`config.mk`:
```
export PLATFORM = sky130hd
export DESIGN_NAME = adder_result_fifo
export DESIGN_NICKNAME = d
export VERILOG_FILES = /design/src/rtl/adder_pkg.sv /design/src/rtl/adder_result_fifo.sv
export SDC_FILE = /design/constraint.sdc
export NUM_CORES = 1
export LEC_CHECK = 0
export CORE_UTILIZATION = 54
export CTS_BUF_LIST = sky130_fd_sc_hd__clkbuf_8
export DETAILED_ROUTE_END_ITERATION = 10
export PLACE_DENSITY = 0.92
export SYNTH_ARGS = -nofsm -noshare
export SYNTH_HDL_FRONTEND = slang
export SYNTH_SLANG_ARGS = --single-unit
```
`constraint.sdc`:
```
create_clock -name clk -period 3.4 [get_ports clk]
set_input_delay 0.68 -clock clk [delete_from_list [all_inputs] [get_ports clk]]
set_output_delay 0.68 -clock clk [all_outputs]
set_load 0.01 [all_outputs]
```
`src/rtl/adder_pkg.sv`:
```
// Shared constants and types for the adder path and its result consumers.
package adder_pkg;

    localparam int ADD_DATA_W     = 5;
    localparam int ADD_FIFO_DEPTH = 4;
    localparam int ADD_ACC_W      = 16;

    typedef logic [ADD_DATA_W-1:0] sum_t;
    typedef logic [7:0]            drop_cnt_t;

endpackage

```
`src/rtl/adder_result_fifo.sv`:
```
// First-word-fall-through buffer for adder sums, with a saturating overflow
// drop counter and a running checksum of every sum handed to the consumer.
module adder_result_fifo
    import adder_pkg::*;
#(
    parameter  int DATA_W = ADD_DATA_W,
    parameter  int DEPTH  = ADD_FIFO_DEPTH,
    parameter  int ACC_W  = ADD_ACC_W,
    localparam int CNT_W  = $clog2(DEPTH + 1)
) (
    input  logic              clk,
    input  logic              rst,
    input  logic              in_valid,
    input  logic [DATA_W-1:0] in_sum,
    input  logic              out_ready,
    output logic              out_valid,
    output logic [DATA_W-1:0] out_sum,
    output logic [CNT_W-1:0]  count,
    output logic              full,
    output logic              empty,
    output drop_cnt_t         drop_cnt,
    output logic [ACC_W-1:0]  acc
);

    localparam int PTR_W = $clog2(DEPTH);

    // Handshake: the head entry transfers on any rising edge where
    // out_valid and out_ready are both high; upstream has no backpressure,
    // so an in_valid sum that finds no room is counted and discarded.
    logic [DATA_W-1:0] mem [DEPTH];
    logic [PTR_W-1:0]  wr_ptr;
    logic [PTR_W-1:0]  rd_ptr;
    logic [CNT_W-1:0]  count_q;
    logic              push;
    logic              pop;
    logic              drop;

    assign full      = (count_q == CNT_W'(DEPTH));
    assign empty     = (count_q == '0);
    assign count     = count_q;
    assign out_valid = ~empty;
    assign out_sum   = empty ? '0 : mem[rd_ptr];

    assign pop  = out_valid & out_ready;
    assign push = in_valid & (~full | pop);
    assign drop = in_valid & full & ~pop;

    // Storage carries no reset; the pointers alone define what is valid.
    always_ff @(posedge clk) begin
        if (push) begin
            mem[wr_ptr] <= in_sum;
        end
    end

    // DEPTH is a power of two, so pointers wrap by natural overflow.
    always_ff @(posedge clk) begin
        if (rst) begin
            wr_ptr  <= '0;
            rd_ptr  <= '0;
            count_q <= '0;
            acc     <= '0;
        end else begin
            if (push) begin
                wr_ptr <= wr_ptr + 1'b1;
            end
            if (pop) begin
                rd_ptr <= rd_ptr + 1'b1;
                acc    <= acc + ACC_W'(out_sum);
            end
            if (push && !pop) begin
                count_q <= count_q + 1'b1;
            end else if (pop && !push) begin
                count_q <= count_q - 1'b1;
            end
        end
    end

    always_ff @(posedge clk) begin
        if (rst) begin
            drop_cnt <= '0;
        end else if (drop && (drop_cnt != 8'hFF)) begin
            drop_cnt <= drop_cnt + 8'd1;
        end
    end

endmodule

```
==> results.yml, run 1 <==
synthesis:
  synthArstFlopShare_pct: 0
  avgSynthCellArea_sq_um: 10.9
  synthTopCellsByArea: "dfxtp_1 (27%), edfxtp_1 (24%), ha_1 (5.5%)"
  ys_seq_area_share_pct: 50.7
  syn_nets: 251
  synth_top_cell_by_area: "dfxtp_1"
  synth_seq_cells: 53
  synth_edf_count: 20
  netlist_area_sq_mm: 0.00249
  yosysWarnings: 0
  netlist_instances: 229
  ys.flop_type: "dfxtp_1"
  synth_top_cell_area_share_pct: 26.5
  synth_cell_type_count: 36
power:
  ir_drop_v: 0.000391
  cellPowerDensity_mw_per_mm2: 641
  p_leak_nw: 1.07
setup_path:
  cp.required_ns: 3.59
  crit_chain: "mux4_2 > nor2b_1 > ha_1 > a21o_1 > a21oi_1 > a21oi_1 > nand3_1 > mux2_1"
  cp_common_cell: "a21oi_1"
  cp_num_buf_inv: 0
  critPathMaxStageDelay_ns: 0.54
  cp-start-kind: "flip-flop"
  critPathMaxFanout: 6
  crit_type: "flip-flop to flip-flop"
  cpLargestDelayFamily: "multiplexers"
  worst_path_max_delay_cell: "dfxtp_1"
  cp.arrival_ns: 2.98
  end_kind: "flip-flop"
final_layout:
  area_growth_syn_to_layout_pct: 22.7
  fillCellCount: 321
  seq_area_sq_mm: 0.00126
  stdcell_count: 326
  fin_area_sq_mm: 0.00305
  final_nets: 295
  multi_input_comb_area_sq_mm: 0.00114
  final_layout_size_suffix_gt1_share_pct: 6.93
  diodes: 0
sta:
  max_freq_mhz: 358
  setup_viol: 0
  period_needed_ns: 2.79
  tns_ns: 0
  fin_worst_skew_ns: 0.00420
  tightestPinTransition_ns: 0.696
  hold_viol: 0
  max-slew-margin-rel_pct: 53.5
  rsz0062_at_grt: "false"
  slew_viol_final: 0
  postLayoutSetupSlackWorst_ns: 0.610
  min_period_over_period_pct: 82.1
  hold-worst-slack_ns: 0.494
clock_tree:
  path_clk_slew_ns: 0.09
  root_buffer: "clkbuf_8"
  clkSinkCount: 53
  ctsResizeCount: 0
  post_cts.repair.setup_buffers: 0
  cts_buffers: 5
  cts_tree: "built"
  htreeDepth: 2
  clock_path_buffers: 2
  clock_latency_ns: 0.30
  cts.hold.buffers_added: 0
grt:
  grt_use_met3_pct: 4.91
  grtUsageMet2_pct: 35.1
  grt_overflow: 0
  met1_usage_pct: 28.8
  antenna_found_initial: 0
  grt.total_usage_pct: 21.7
  grt_max_degree: 24
  top_usage_layer: "met2"
  grt_pass1_vias: 1738
  grt_pass1_wl_microns: 8240
placement:
  dp_hpwl_microns: 3420
  dpl-instance-area_sq_mm: 0.00296
  pre_cts_ws_ns: 0.347
  placed_cells: 318
  portBuffers: 43
  globalplace.congestion: 0.861
routing:
  postRouteAntennaNets: 0
  vias: 1822
  firstDrtPassIters: 4
  viasPerCell: 5.59
  drt_iter0_markers: 168
  drc: 0
  wl_per_cell_microns: 14.6
  wl_microns: 4760
min_path:
  hold_path_class: "flip-flop to flip-flop"
floorplanning:
  dieArea_sq_mm: 0.00488
  start_util_pct: 56.8
  rows: 24
  core_area_sq_mm: 0.00438
  dieWidth_microns: 69.9
  io_pins: 44
  die_h_microns: 69.9
job:
  max-cap-violations: 0
run_status:
  status: "finished clean"
-- path summary, 6_finish.rpt --
check	from	end	slack, ns	depth (start not counted)
max	flip-flop	acc[15]	0.61	8
min reg2reg	acc[3]	acc[3]	0.49	2
min	acc[3]	acc[3]	0.49	2
max reg2reg	flip-flop	acc[15]	0.61	8
-- layout by cell type, fill, tap and decap left out, types with 2 or more instances in the layout --
cell type / count
clkdlybuf4s50_1: 43
dfxtp_1: 33
nor2_1: 30
edfxtp_1: 20
a21oi_1: 13
nand2_1: 13
inv_1: 12
xnor2_1: 12
ha_1: 11
nor2b_1: 9
xor2_1: 8
nor3_1: 6
nand3_1: 6
clkbuf_8: 6
mux2i_1: 5
a211oi_1: 5
and2_1: 5
o21ai_0: 5
mux4_2: 4
nand4_1: 3
or3_1: 3
buf_4: 3
o31a_1: 2
a21o_1: 2
o2111ai_1: 2
o211ai_1: 2
fa_1: 2
-- routing by layer --
| metal | routed length [microns] | up-vias |
|---|---|---|
| met5 | 0 | - |
| met4 | 62 | 0 |
| met3 | 225 | 7 |
| met2 | 2330 | 60 |
| met1 | 2150 | 866 |
| li1 | - | 889 |
-- synthesized netlist by cell type (6+ instances only) --
cell and count:
nor2_1 30, a21oi_1 13, inv_1 10, nand3_1 6, nor2b_1 9, clkbuf_1 7
edfxtp_1 20, nand2_1 13, dfxtp_1 33, xnor2_1 12, xor2_1 8, nor3_1 6
ha_1 11
-- power by group --
group | total (W) | switching, W | internal, W
clock network | 0.000356 | 0.000195 | 0.000161
logic | 0.000775 | 0.000378 | 0.000398
registers | 0.000827 | 0.0000904 | 0.000736
-- worst register-to-register path: stages, from the launching register on --
cell	delay, ns
dfxtp_1	0.54
mux4_2	0.54
nor2b_1	0.16
ha_1	0.36
a21o_1	0.20
a21oi_1	0.33
a21oi_1	0.12
nand3_1	0.11
mux2_1	0.31
-- logic make-up after synthesis --
logic type               count (synthesis)  share of synthesized area (%)
AND/OR/NAND/NOR                         79                           15.8
flip-flops                              53                           50.7
AO/OA/AOI/OAI                           34                           9.80
XOR/XNOR                                20                           7.04
buffers and inverters                   20                           3.47
adder cells (fa/ha/maj)                 13                           7.14
multiplexers                            10                           6.08
-- through the flow --
step / utilization [%] / power, W
global placement: 67.6 / 0.00158
CTS: 69.7 / 0.00196
floorplan: - / 0.00130
global route: 69.7 / 0.00208
finish: 69.7 / 0.00196
detailed placement: 67.6 / 0.00161
-- state kept, by name (all words and copies together) (netlist names), named ones only --
| name | count |
|---|---|
| rd_ptr | 2 |
| count | 3 |
| acc | 16 |
| mem | 20 |
| drop_cnt | 8 |
| wr_ptr | 2 |
-- final cells by class --
type / count / share of cell area [%]
flip-flops and latches: 53 / 41.3
multi-input cells: 156 / 37.4
repair buffers: 46 / 14.8
clock buffers: 6 / 2.70
well taps: 52 / 2.13
inverters: 11 / 1.43
clock inverters: 2 / 0.246
Power figures use the tool's default switching activity.
==> inputs of run 2 (changes only) <==
==> constraint.sdc (replaced) <==
create_clock -name clk -period 2.8 [get_ports clk]
set_input_delay 0.56 -clock clk [delete_from_list [all_inputs] [get_ports clk]]
set_output_delay 0.56 -clock clk [all_outputs]
set_load 0.01 [all_outputs]
==> results.yml, run 2 (synthesis results as in run 1) <==
run_status:
  status: "finished clean"
setup_path:
  critPathMaxStageDelay_ns: 0.51
  worst_path_max_delay_cell: "dfxtp_1"
  critPathMaxFanout: 7
  crit_chain: "nor2b_1 > a211oi_1 > a21oi_1 > nand2_1 > inv_1 > ha_1 > a21o_1 > nand4_1 > a211oi_1 > xnor2_1 > nor2_1"
  end_kind: "flip-flop"
  cp.required_ns: 3.00
  crit_type: "flip-flop to flip-flop"
  regToRegSetupSlack_ns: 0.19
  r2r-end: "acc[7]"
  cp_common_cell: "a211oi_1"
  reg2reg_depth: 11
  cp.arrival_ns: 2.81
  cp-start-kind: "flip-flop"
clock_tree:
  cts.hold.buffers_added: 0
  clock_latency_ns: 0.30
  root_buffer: "clkbuf_8"
  cts_buffers: 5
  ctsResizeCount: 0
  post_cts.repair.setup_buffers: 0
  path_clk_slew_ns: 0.09
  clock_path_buffers: 2
  htreeDepth: 2
  cts_tree: "built"
  clkSinkCount: 53
sta:
  fin_worst_skew_ns: 0.00488
  tns_ns: 0
  min_period_over_period_pct: 93.3
  slew_viol_final: 0
  rsz0062_at_grt: "false"
  setup_viol: 0
  period_needed_ns: 2.61
  hold-worst-slack_ns: 0.495
  hold_viol: 0
  max-slew-margin-rel_pct: 56.6
  tightestPinTransition_ns: 0.650
  max_freq_mhz: 383
final_layout:
  largestRegisters: "mem: 20 flops, acc: 16 flops, drop_cnt: 8 flops"
  final_common_cell: "clkdlybuf4s50_1"
  diodes: 0
  stdcell_count: 332
  final_util_pct: 71.5
  largest_reg_flops: 20
  final_nets: 301
  area_growth_syn_to_layout_pct: 25.9
  final_layout_size_suffix_gt1_share_pct: 10.4
  final_cell_mix: "clkdlybuf4s50_1 (43), dfxtp_1 (32), nor2_1 (30)"
  max_flop_register: "mem"
placement:
  dp_hpwl_microns: 3670
  globalplace.congestion: 0.847
  placed_cells: 324
  portBuffers: 43
floorplanning:
  rows: 24
  dieArea_sq_mm: 0.00488
  dieWidth_microns: 69.9
  io_pins: 44
  start_util_pct: 56.8
  die_h_microns: 69.9
  core_area_sq_mm: 0.00438
grt:
  grt_max_degree: 24
  grt_overflow: 0
  grt_pass1_vias: 1842
  grt.total_usage_pct: 22.4
  grt_pass1_wl_microns: 8480
  antenna_found_initial: 0
routing:
  wl_per_cell_microns: 14.8
  firstDrtPassIters: 4
  drt_iter0_markers: 93
  vias: 1825
  wl_microns: 4930
  postRouteAntennaNets: 0
  drc: 0
  viasPerCell: 5.50
job:
  max-cap-violations: 0
power:
  cellPowerDensity_mw_per_mm2: 812
  ir_drop_v: 0.000566
  totalPowerFinal_w: 0.00254
  p_leak_nw: 1.11
min_path:
  hold_end: "acc[3]"
  hold_path_class: "flip-flop to flip-flop"
  hold_depth: 2
  worstHoldStart: "acc[3]"
run 2: cell count changes in the layout (fill, tap and decap cells not counted):
cell,change
inv_1,-2
bufinv_16,+1
a21oi_1,-1
dfxtp_1,-1
a21oi_2,+1
buf_4,+6
clkinvlp_4,+1
dfxtp_2,+1
run 2: per-layer routing:
| metal | vias to the layer above | share of wire, % | GRT usage [%] |
|---|---|---|---|
| li1 | 907 | - | - |
| met1 | 858 | 43 | 27.7 |
| met2 | 54 | 50 | 38.5 |
| met3 | 6 | 6.1 | 5.19 |
| met4 | 0 | 1.6 | 8.00 |
| met5 | - | 0 | 0 |
run 2: worst max path at each step:
stage	from	to	slack (ns)	cells after the start
2_1_floorplan	count[0]	acc[13]	0.04	10
3_3_place_gp	out_ready	count[2]	0.17	9
3_5_place_dp	flip-flop	acc[15]	0.09	7
4_1_cts	flip-flop	acc[15]	0.07	7
5_1_grt	flip-flop	acc[15]	0.02	11
6_report	flip-flop	acc[7]	0.19	11
run 2: report_power, final:
part | internal [W] | switching, W | leakage (nW)
clock network | 0.000291 | 0.000241 | 0.0574
registers | 0.000896 | 0.0000762 | 0.452
logic | 0.000530 | 0.000510 | 0.599
run 2: worst max-delay path, delay by kind of cell, from the launching register on:
kind                       cells  cell delay [ns]
DFF                            1             0.51
and+or+nand+nor                4             0.56
xor gates and xnor gates       1             0.17
buffers and inverters          1             0.07
AOI/OAI and AO/OA              4             0.90
adders and majority gates      1             0.27
run 2: stage by stage:
stage	setup WS, ns	instance area (sq um)
floorplan	0.0388	2490
global placement	0.167	3010
detailed placement	0.0901	3010
CTS	0.0726	3130
global route	0.0204	3130
finish	0.188	3130
run 2: layout make-up:
cell class	instances	area, sq um
clock buffer	6	82.6
multi-input combinational	156	1140
timing repair buffer	52	498
sequential	53	1260
tap	52	65.1
clock inverter	2	37.5
fill	308	1250
inverter	11	43.8
